===== src/rtl/imem_loader_pkg.sv =====
// Shared types and constants for the instruction-memory boot loader.
//
// Contents:
//   IMEM_DEPTH       default instruction memory depth in 32-bit words
//   IMEM_ADDR_WIDTH  word-address width for IMEM_DEPTH
//   COUNT_WIDTH      width of the word count carried in the frame header
//   loader_state_t   loader FSM states
//   shift_in_byte    little-endian byte assembly step
package imem_loader_pkg;

   localparam int unsigned IMEM_DEPTH      = 256;
   localparam int unsigned IMEM_ADDR_WIDTH = $clog2(IMEM_DEPTH);
   localparam int unsigned COUNT_WIDTH     = 16;

   typedef enum logic [2:0] {
      IDLE,
      HDR0,
      HDR1,
      DATA,
      CSUM,
      DONE,
      ERR
   } loader_state_t;

   // Bytes arrive least-significant first, so each new byte enters at the top
   // and after four bytes the first one has reached bits [7:0].
   function automatic logic [31:0] shift_in_byte(input logic [31:0] word,
                                                 input logic [7:0]  byte_in);
      return {byte_in, word[31:8]};
   endfunction

endpackage


===== src/rtl/imem_loader_if.sv =====
// Byte-stream and instruction-memory write bus of the boot loader.
//
// Signals:
//   rx_valid   stream source offers rx_data
//   rx_data    stream byte
//   rx_ready   loader accepts the byte this cycle
//   mem_we     imem write strobe, one cycle per word
//   mem_addr   imem word address
//   mem_wdata  imem write data
// Modports:
//   master  stream source / memory side (testbench or boot controller)
//   slave   the loader
interface imem_loader_if
   import imem_loader_pkg::*;
#(
   parameter int unsigned ADDR_WIDTH = IMEM_ADDR_WIDTH
);

   logic                  rx_valid;
   logic [7:0]            rx_data;
   logic                  rx_ready;
   logic                  mem_we;
   logic [ADDR_WIDTH-1:0] mem_addr;
   logic [31:0]           mem_wdata;

   modport master (
      output rx_valid,
      output rx_data,
      input  rx_ready,
      input  mem_we,
      input  mem_addr,
      input  mem_wdata
   );

   modport slave (
      input  rx_valid,
      input  rx_data,
      output rx_ready,
      output mem_we,
      output mem_addr,
      output mem_wdata
   );

endinterface


===== src/rtl/imem_loader_word_assembler.sv =====
// Byte-to-word assembler for the boot loader.
//
// Ports:
//   clk         system clock, rising edge
//   reset       synchronous active-low reset
//   byte_in     incoming stream byte
//   byte_en     byte_in is consumed this cycle
//   clear       restart assembly at byte 0 (wins over byte_en)
//   word_out    word formed by the held bytes plus byte_in
//   word_valid  byte_en on the 4th byte of a word; word_out is complete
module imem_loader_word_assembler
   import imem_loader_pkg::*;
(
   input  logic        clk,
   input  logic        reset,
   input  logic [7:0]  byte_in,
   input  logic        byte_en,
   input  logic        clear,
   output logic [31:0] word_out,
   output logic        word_valid
);

   logic [31:0] shift_q;
   logic [1:0]  byte_idx_q;

   // Combinational so the caller can register the word on the same edge that
   // accepts the 4th byte, giving a one-cycle write latency.
   assign word_out   = shift_in_byte(shift_q, byte_in);
   assign word_valid = byte_en && (byte_idx_q == 2'd3);

   always_ff @(posedge clk) begin
      if (!reset) begin
         shift_q    <= '0;
         byte_idx_q <= '0;
      end else if (clear) begin
         shift_q    <= '0;
         byte_idx_q <= '0;
      end else if (byte_en) begin
         shift_q    <= word_out;
         byte_idx_q <= byte_idx_q + 2'd1;
      end
   end

endmodule


===== src/rtl/imem_loader.sv =====
// Boot-time instruction memory loader.
//
// Receives a framed little-endian byte stream (16-bit word count, then the
// words), writes word k to imem word address k and keeps the core in reset
// until the image is complete.
//
// Ports:
//   clk        system clock, rising edge
//   reset      synchronous active-low reset
//   start      single-cycle pulse that begins a load (IDLE/DONE/ERR only)
//   bus        imem_loader_if.slave: rx_valid/rx_data/rx_ready stream in,
//              mem_we/mem_addr/mem_wdata imem write port out
//   core_hold  keeps the core/PC in reset while high
//   done       load completed successfully (level)
//   error      load aborted (level)
//
// Build option:
//   IMEM_LOADER_CHECKSUM_EN  frame carries a trailing XOR checksum of the data
//                            bytes; a mismatch ends in ERR.
module imem_loader
   import imem_loader_pkg::*;
#(
   parameter int unsigned DEPTH = IMEM_DEPTH
) (
   input  logic               clk,
   input  logic               reset,
   input  logic               start,
   imem_loader_if.slave       bus,
   output logic               core_hold,
   output logic               done,
   output logic               error
);

   localparam int unsigned ADDR_WIDTH = $clog2(DEPTH);

   loader_state_t          state_q;
   logic [COUNT_WIDTH-1:0] count_q;
   logic [ADDR_WIDTH-1:0]  word_idx_q;
   logic                   mem_we_q;
   logic [ADDR_WIDTH-1:0]  mem_addr_q;
   logic [31:0]            mem_wdata_q;
   logic                   core_hold_q;
   logic                   done_q;
   logic                   error_q;
`ifdef IMEM_LOADER_CHECKSUM_EN
   logic [7:0]             csum_q;
`endif

   logic                   rx_ready;
   logic                   xfer;
   logic [COUNT_WIDTH-1:0] hdr_count;
   logic                   last_word;
   logic                   asm_en;
   logic                   asm_clear;
   logic [31:0]            word_out;
   logic                   word_valid;

   always_comb begin
      rx_ready = 1'b0;
      case (state_q)
         HDR0, HDR1, DATA: rx_ready = 1'b1;
`ifdef IMEM_LOADER_CHECKSUM_EN
         CSUM:             rx_ready = 1'b1;
`endif
         default:          rx_ready = 1'b0;
      endcase
   end

   assign xfer      = bus.rx_valid && rx_ready;
   assign hdr_count = {bus.rx_data, count_q[7:0]};
   // count_q >= 1 in DATA, so count_q - 1 cannot underflow here.
   assign last_word = (COUNT_WIDTH'(word_idx_q) == (count_q - 1'b1));
   assign asm_en    = xfer && (state_q == DATA);
   assign asm_clear = xfer && (state_q == HDR1);

   imem_loader_word_assembler u_word_assembler (
      .clk        (clk),
      .reset      (reset),
      .byte_in    (bus.rx_data),
      .byte_en    (asm_en),
      .clear      (asm_clear),
      .word_out   (word_out),
      .word_valid (word_valid)
   );

   always_ff @(posedge clk) begin
      if (!reset) begin
         state_q     <= IDLE;
         count_q     <= '0;
         word_idx_q  <= '0;
         mem_we_q    <= 1'b0;
         mem_addr_q  <= '0;
         mem_wdata_q <= '0;
         core_hold_q <= 1'b1;
         done_q      <= 1'b0;
         error_q     <= 1'b0;
`ifdef IMEM_LOADER_CHECKSUM_EN
         csum_q      <= '0;
`endif
      end else begin
         // Write strobe is a single-cycle pulse; address and data hold.
         mem_we_q <= 1'b0;
         if (word_valid) begin
            mem_we_q    <= 1'b1;
            mem_addr_q  <= word_idx_q;
            mem_wdata_q <= word_out;
         end

         case (state_q)
            IDLE, DONE, ERR: begin
               if (start) begin
                  state_q     <= HDR0;
                  count_q     <= '0;
                  core_hold_q <= 1'b1;
                  done_q      <= 1'b0;
                  error_q     <= 1'b0;
`ifdef IMEM_LOADER_CHECKSUM_EN
                  csum_q      <= '0;
`endif
               end
            end

            HDR0: begin
               if (xfer) begin
                  count_q[7:0] <= bus.rx_data;
                  state_q      <= HDR1;
               end
            end

            HDR1: begin
               if (xfer) begin
                  count_q    <= hdr_count;
                  word_idx_q <= '0;
                  if (hdr_count == '0) begin
`ifdef IMEM_LOADER_CHECKSUM_EN
                     state_q     <= CSUM;
`else
                     state_q     <= DONE;
                     done_q      <= 1'b1;
                     core_hold_q <= 1'b0;
`endif
                  end else if (32'(hdr_count) > DEPTH) begin
                     state_q <= ERR;
                     error_q <= 1'b1;
                  end else begin
                     state_q <= DATA;
                  end
               end
            end

            DATA: begin
               if (xfer) begin
`ifdef IMEM_LOADER_CHECKSUM_EN
                  csum_q <= csum_q ^ bus.rx_data;
`endif
                  if (word_valid) begin
                     // Leave word_idx_q alone on the last word so a full-depth
                     // image never wraps the address counter.
                     if (last_word) begin
`ifdef IMEM_LOADER_CHECKSUM_EN
                        state_q     <= CSUM;
`else
                        state_q     <= DONE;
                        done_q      <= 1'b1;
                        core_hold_q <= 1'b0;
`endif
                     end else begin
                        word_idx_q <= word_idx_q + 1'b1;
                     end
                  end
               end
            end

`ifdef IMEM_LOADER_CHECKSUM_EN
            CSUM: begin
               if (xfer) begin
                  if (bus.rx_data == csum_q) begin
                     state_q     <= DONE;
                     done_q      <= 1'b1;
                     core_hold_q <= 1'b0;
                  end else begin
                     state_q <= ERR;
                     error_q <= 1'b1;
                  end
               end
            end
`endif

            default: state_q <= IDLE;
         endcase
      end
   end

   assign bus.rx_ready  = rx_ready;
   assign bus.mem_we    = mem_we_q;
   assign bus.mem_addr  = mem_addr_q;
   assign bus.mem_wdata = mem_wdata_q;
   assign core_hold     = core_hold_q;
   assign done          = done_q;
   assign error         = error_q;

endmodule


===== src/flat_wrapper.sv =====
// flat-port wrapper written by rule: the top's interface ports become plain ports
module imem_loader_flat import imem_loader_pkg::*;
#(
   parameter int unsigned DEPTH = IMEM_DEPTH
)
  (clk, reset, start, core_hold, done, error, bus_rx_valid, bus_rx_data, bus_rx_ready, bus_mem_we, bus_mem_addr, bus_mem_wdata);
  imem_loader_if bus_i ();
  input  logic clk;
  input  logic reset;
  input  logic start;
  output logic core_hold;
  output logic done;
  output logic error;
  input wire logic [$bits(bus_i.rx_valid)-1:0] bus_rx_valid;
  input wire logic [$bits(bus_i.rx_data)-1:0] bus_rx_data;
  output wire logic [$bits(bus_i.rx_ready)-1:0] bus_rx_ready;
  output wire logic [$bits(bus_i.mem_we)-1:0] bus_mem_we;
  output wire logic [$bits(bus_i.mem_addr)-1:0] bus_mem_addr;
  output wire logic [$bits(bus_i.mem_wdata)-1:0] bus_mem_wdata;
  assign bus_i.rx_valid = bus_rx_valid;
  assign bus_i.rx_data = bus_rx_data;
  assign bus_rx_ready = bus_i.rx_ready;
  assign bus_mem_we = bus_i.mem_we;
  assign bus_mem_addr = bus_i.mem_addr;
  assign bus_mem_wdata = bus_i.mem_wdata;
  imem_loader #(.DEPTH(DEPTH)) u_core (.clk(clk), .reset(reset), .start(start), .bus(bus_i), .core_hold(core_hold), .done(done), .error(error));
endmodule

===== config.mk =====
export PLATFORM = sky130hd
export DESIGN_NAME = imem_loader_flat
export DESIGN_NICKNAME = d
export VERILOG_FILES = /design/src/rtl/imem_loader_pkg.sv /design/src/rtl/imem_loader_if.sv /design/src/rtl/imem_loader_word_assembler.sv /design/src/rtl/imem_loader.sv /design/src/flat_wrapper.sv
export SDC_FILE = /design/constraint.sdc
export NUM_CORES = 1
export LEC_CHECK = 0
export CAP_MARGIN = 20
export CORE_MARGIN = 4
export CORE_UTILIZATION = 59
export DETAILED_ROUTE_END_ITERATION = 7
export PLACE_DENSITY = 0.85
export SKIP_LAST_GASP = 1
export SLEW_MARGIN = 20
export SYNTH_ARGS = -nofsm -noshare
export SYNTH_HDL_FRONTEND = slang
export SYNTH_HIERARCHICAL = 1
export SYNTH_SLANG_ARGS = --single-unit

===== constraint.sdc =====
create_clock -name clk -period 4.8 [get_ports clk]
set_input_delay 0.96 -clock clk [delete_from_list [all_inputs] [get_ports clk]]
set_output_delay 0.96 -clock clk [all_outputs]
set_load 0.02 [all_outputs]

==> results.toml <==
[yosys]
synth_edf_count = 0
postSynthNetCount = 478
yosys.area.top_type = "dfxtp_1"
yosys_warnings = 6
yosys_register_bits = 97
syn_area_um2 = 4290
ys_seq_area_share_pct = 45.3
synth_ff_type = "dfxtp_1"
synthCells = 462
syn_area_per_cell_um2 = 9.28
synth.lib_cells_used.distinct = 54
synthTopCellsByArea = "dfxtp_1 45%, mux2i_1 17%, nor2_1 8.2%"
synth_top_cell_area_share_pct = 45.3
synth_async_sr_flop_share_pct = 0

[route]
drtIter0Drc = 237
post_drt_wl_per_cell_um = 17.2
postRouteAntennaNets = 0
dr_total_vias = 3461
drc_errors = 0
dr.pass1.iters = 6
vias_per_cell = 5.75
wl_mm = 10.3

[power]
clockPowerShare_pct = 31.6
powerDensity_nw_per_um2 = 372
total_power_mw = 1.87
peakVddDrop_v = 0.000234
comb_power_share_pct = 21.8
seq_power_share_pct = 46.7
p_sw_share_pct = 30.1
switchingPower_uw = 562
p_leak_nw = 1.74
intPower_mw = 1.31

[clock_network]
post-cts-setup-buffers = 0
clkSinkCount = 97
cts_resized = 0
clock_path_buffers = 2
clk_latency_ns = 0.36
cts_hold_buf = 0
clk_pin_slew_ns = 0.09
numCtsBuffers = 9
cts_root_buf = "clkbuf_8"
cts_tree = "yes"
htree_levels = 3

[sta]
finalClockSkew_ns = 0.00791
slew_headroom_pct = 39.2
setup_viol = 0
max_freq_mhz = 312
fin_crit_sh_pct = 66.7
max_slew.worst_pin.slew_ns = 0.911
tns_ns = 0
period_minus_slack_ns = 3.20
hold_viol_final = 0
maxSlewViolCount = 0
rsz0062_at_grt = "no"

[finish]
final_cell_mix = "97 x dfxtp_1, 93 x nor2_1, 74 x mux2i_1"
final_common_cell = "dfxtp_1"
area_growth_pct = 17.2
fin_nets = 517
final-instance-count-excl-fill = 602
postLayoutCellArea_um2 = 5020
finish.utilization_pct = 72.8
layout-drive-gt1-share_pct = 6.92
diodes = 0

[grt]
grt_pass1_vias = 3403
grt_util_all_layers_pct = 24.5
antenna_found_initial = 0
grt-ovfl-total = 0
grt_max_degree = 54
grt_first_pass_wirelength_mm = 16.8

[place]
portBuffers = 56
place_area_um2 = 4800
place_hpwl_mm = 7.08
gp_congestion = 0.889
dpl.cell_count = 586

[setup_path]
worstPathMaxFanout = 6
cpPeakStageDelay_ns = 0.56
critical_path.top_delay_family = "simple AND/OR/NAND/NOR gates"
start_kind = "flop"
crit_arrival_ns = 3.49
critPathRequiredTime_ns = 5.08
criticalPathCategory = "reg -> reg"
crit_chain = "or4_4, a211oi_2, nor4b_1, or4_4, nor4b_4, or4_4, or3_1, a21oi_1"
crit_top_cell = "or4_4"
critPathCaptureType = "flop"
critPathSlowestCell = "or4_4"
cp.buffers_inverters = 0

[floorplanning]
fp.coreArea_um2 = 6910
ios = 57
dieArea_um2 = 8690
die_x_um = 93.2
initial_core_util_pct = 62.1
num_rows = 30
die_h_um = 93.2

[hold_path]
hp-class = "reg -> reg"

[job]
cap_violations = 0

[run_status]
status = "completed"
sequential cells by signal, indices dropped and copies added (netlist names):
register                            count
u_core/bus.mem_wdata                   32
u_core/u_word_assembler/shift_q        24
u_core/count_q                         16
u_core/bus.mem_addr                     8
u_core/word_idx_q                       8
u_core/state_q                          3
u_core/u_word_assembler/byte_idx_q      2
u_core/bus.mem_we                       1
u_core/core_hold                        1
u_core/done                             1
u_core/error                            1
synth_stat cells, types with 4 or more instances:
cell      instances
a21oi_1          13
a31oi_1           5
and3_1            4
buf_1             4
buf_4             9
clkbuf_1         11
dfxtp_1          97
ha_1              4
inv_1             8
mux2i_1          74
nand2_1          27
nand3_1          14
nand4_1           6
nor2_1           94
nor3_1            7
nor4_1            5
o21ai_0           6
o22ai_1           4
or3_1             4
xnor2_1          12
per-layer routing:
| layer | up-vias | part of all wire, % | global-route usage, % |
|---|---|---|---|
| met4 | 0 | 2.4 | 11.2 |
| met3 | 23 | 5.9 | 4.75 |
| met2 | 111 | 49 | 40.1 |
| li1 | 1672 | - | - |
| met5 | - | 0 | 0 |
| met1 | 1655 | 42 | 31.1 |
final timing paths:
path / cells past startpoint / to / slack [ns] / start
worst min-delay path: 2 / u_core/done / 0.49 / u_core/done
worst max-delay path: 8 / u_core/word_idx_q[5] / 1.60 / u_core/count_q[9]
worst min register to register: 2 / u_core/done / 0.49 / u_core/done
worst max register to register: 8 / u_core/word_idx_q[5] / 1.60 / u_core/count_q[9]
worst register-to-register path: cells and delay by family (launching register included):
| family | cells | cell delay (ns) |
|---|---|---|
| and+or+nand+nor | 6 | 2.27 |
| AOI/OAI and AO/OA | 2 | 0.49 |
| DFF | 1 | 0.39 |
per-stage QoR:
step                setup WS (ns)  hold WS, ns
finish                       1.60        0.487
global route                 1.50        0.500
detailed placement           1.41        0.471
global placement             1.44        0.458
CTS                          1.64        0.487
floorplan                    1.50        0.460
power groups by stage:
stage                     Clock [mW]  Combinational (mW)  Sequential (mW)
final                          0.589               0.407            0.872
after global routing           0.626               0.444            0.876
after floorplan                    0               0.317            0.874
after detailed placement           0               0.400            0.888
after global placement             0               0.389            0.886
after CTS                      0.597               0.403            0.869
kinds of logic (layout without fill, tap and decap cells):
family	Yosys count	count (layout)	synth area share, %
compound gates	46	46	6.83
xor+xnor	13	13	2.66
fa+ha+maj	4	4	1.17
buf+inv	40	84	5.49
flops	97	97	45.3
mux	75	75	17.5
simple gates	187	187	21.0
cell type report:
type | count | area (um2)
multi-input combinational | 325 | 2120
tap | 96 | 120
clock buffer | 10 | 138
inverter | 9 | 33.8
timing repair buffer | 59 | 583
clock inverter | 6 | 90.1
fill | 520 | 1880
sequential | 97 | 1940
No activity file was read; power rests on OpenSTA's default activity.
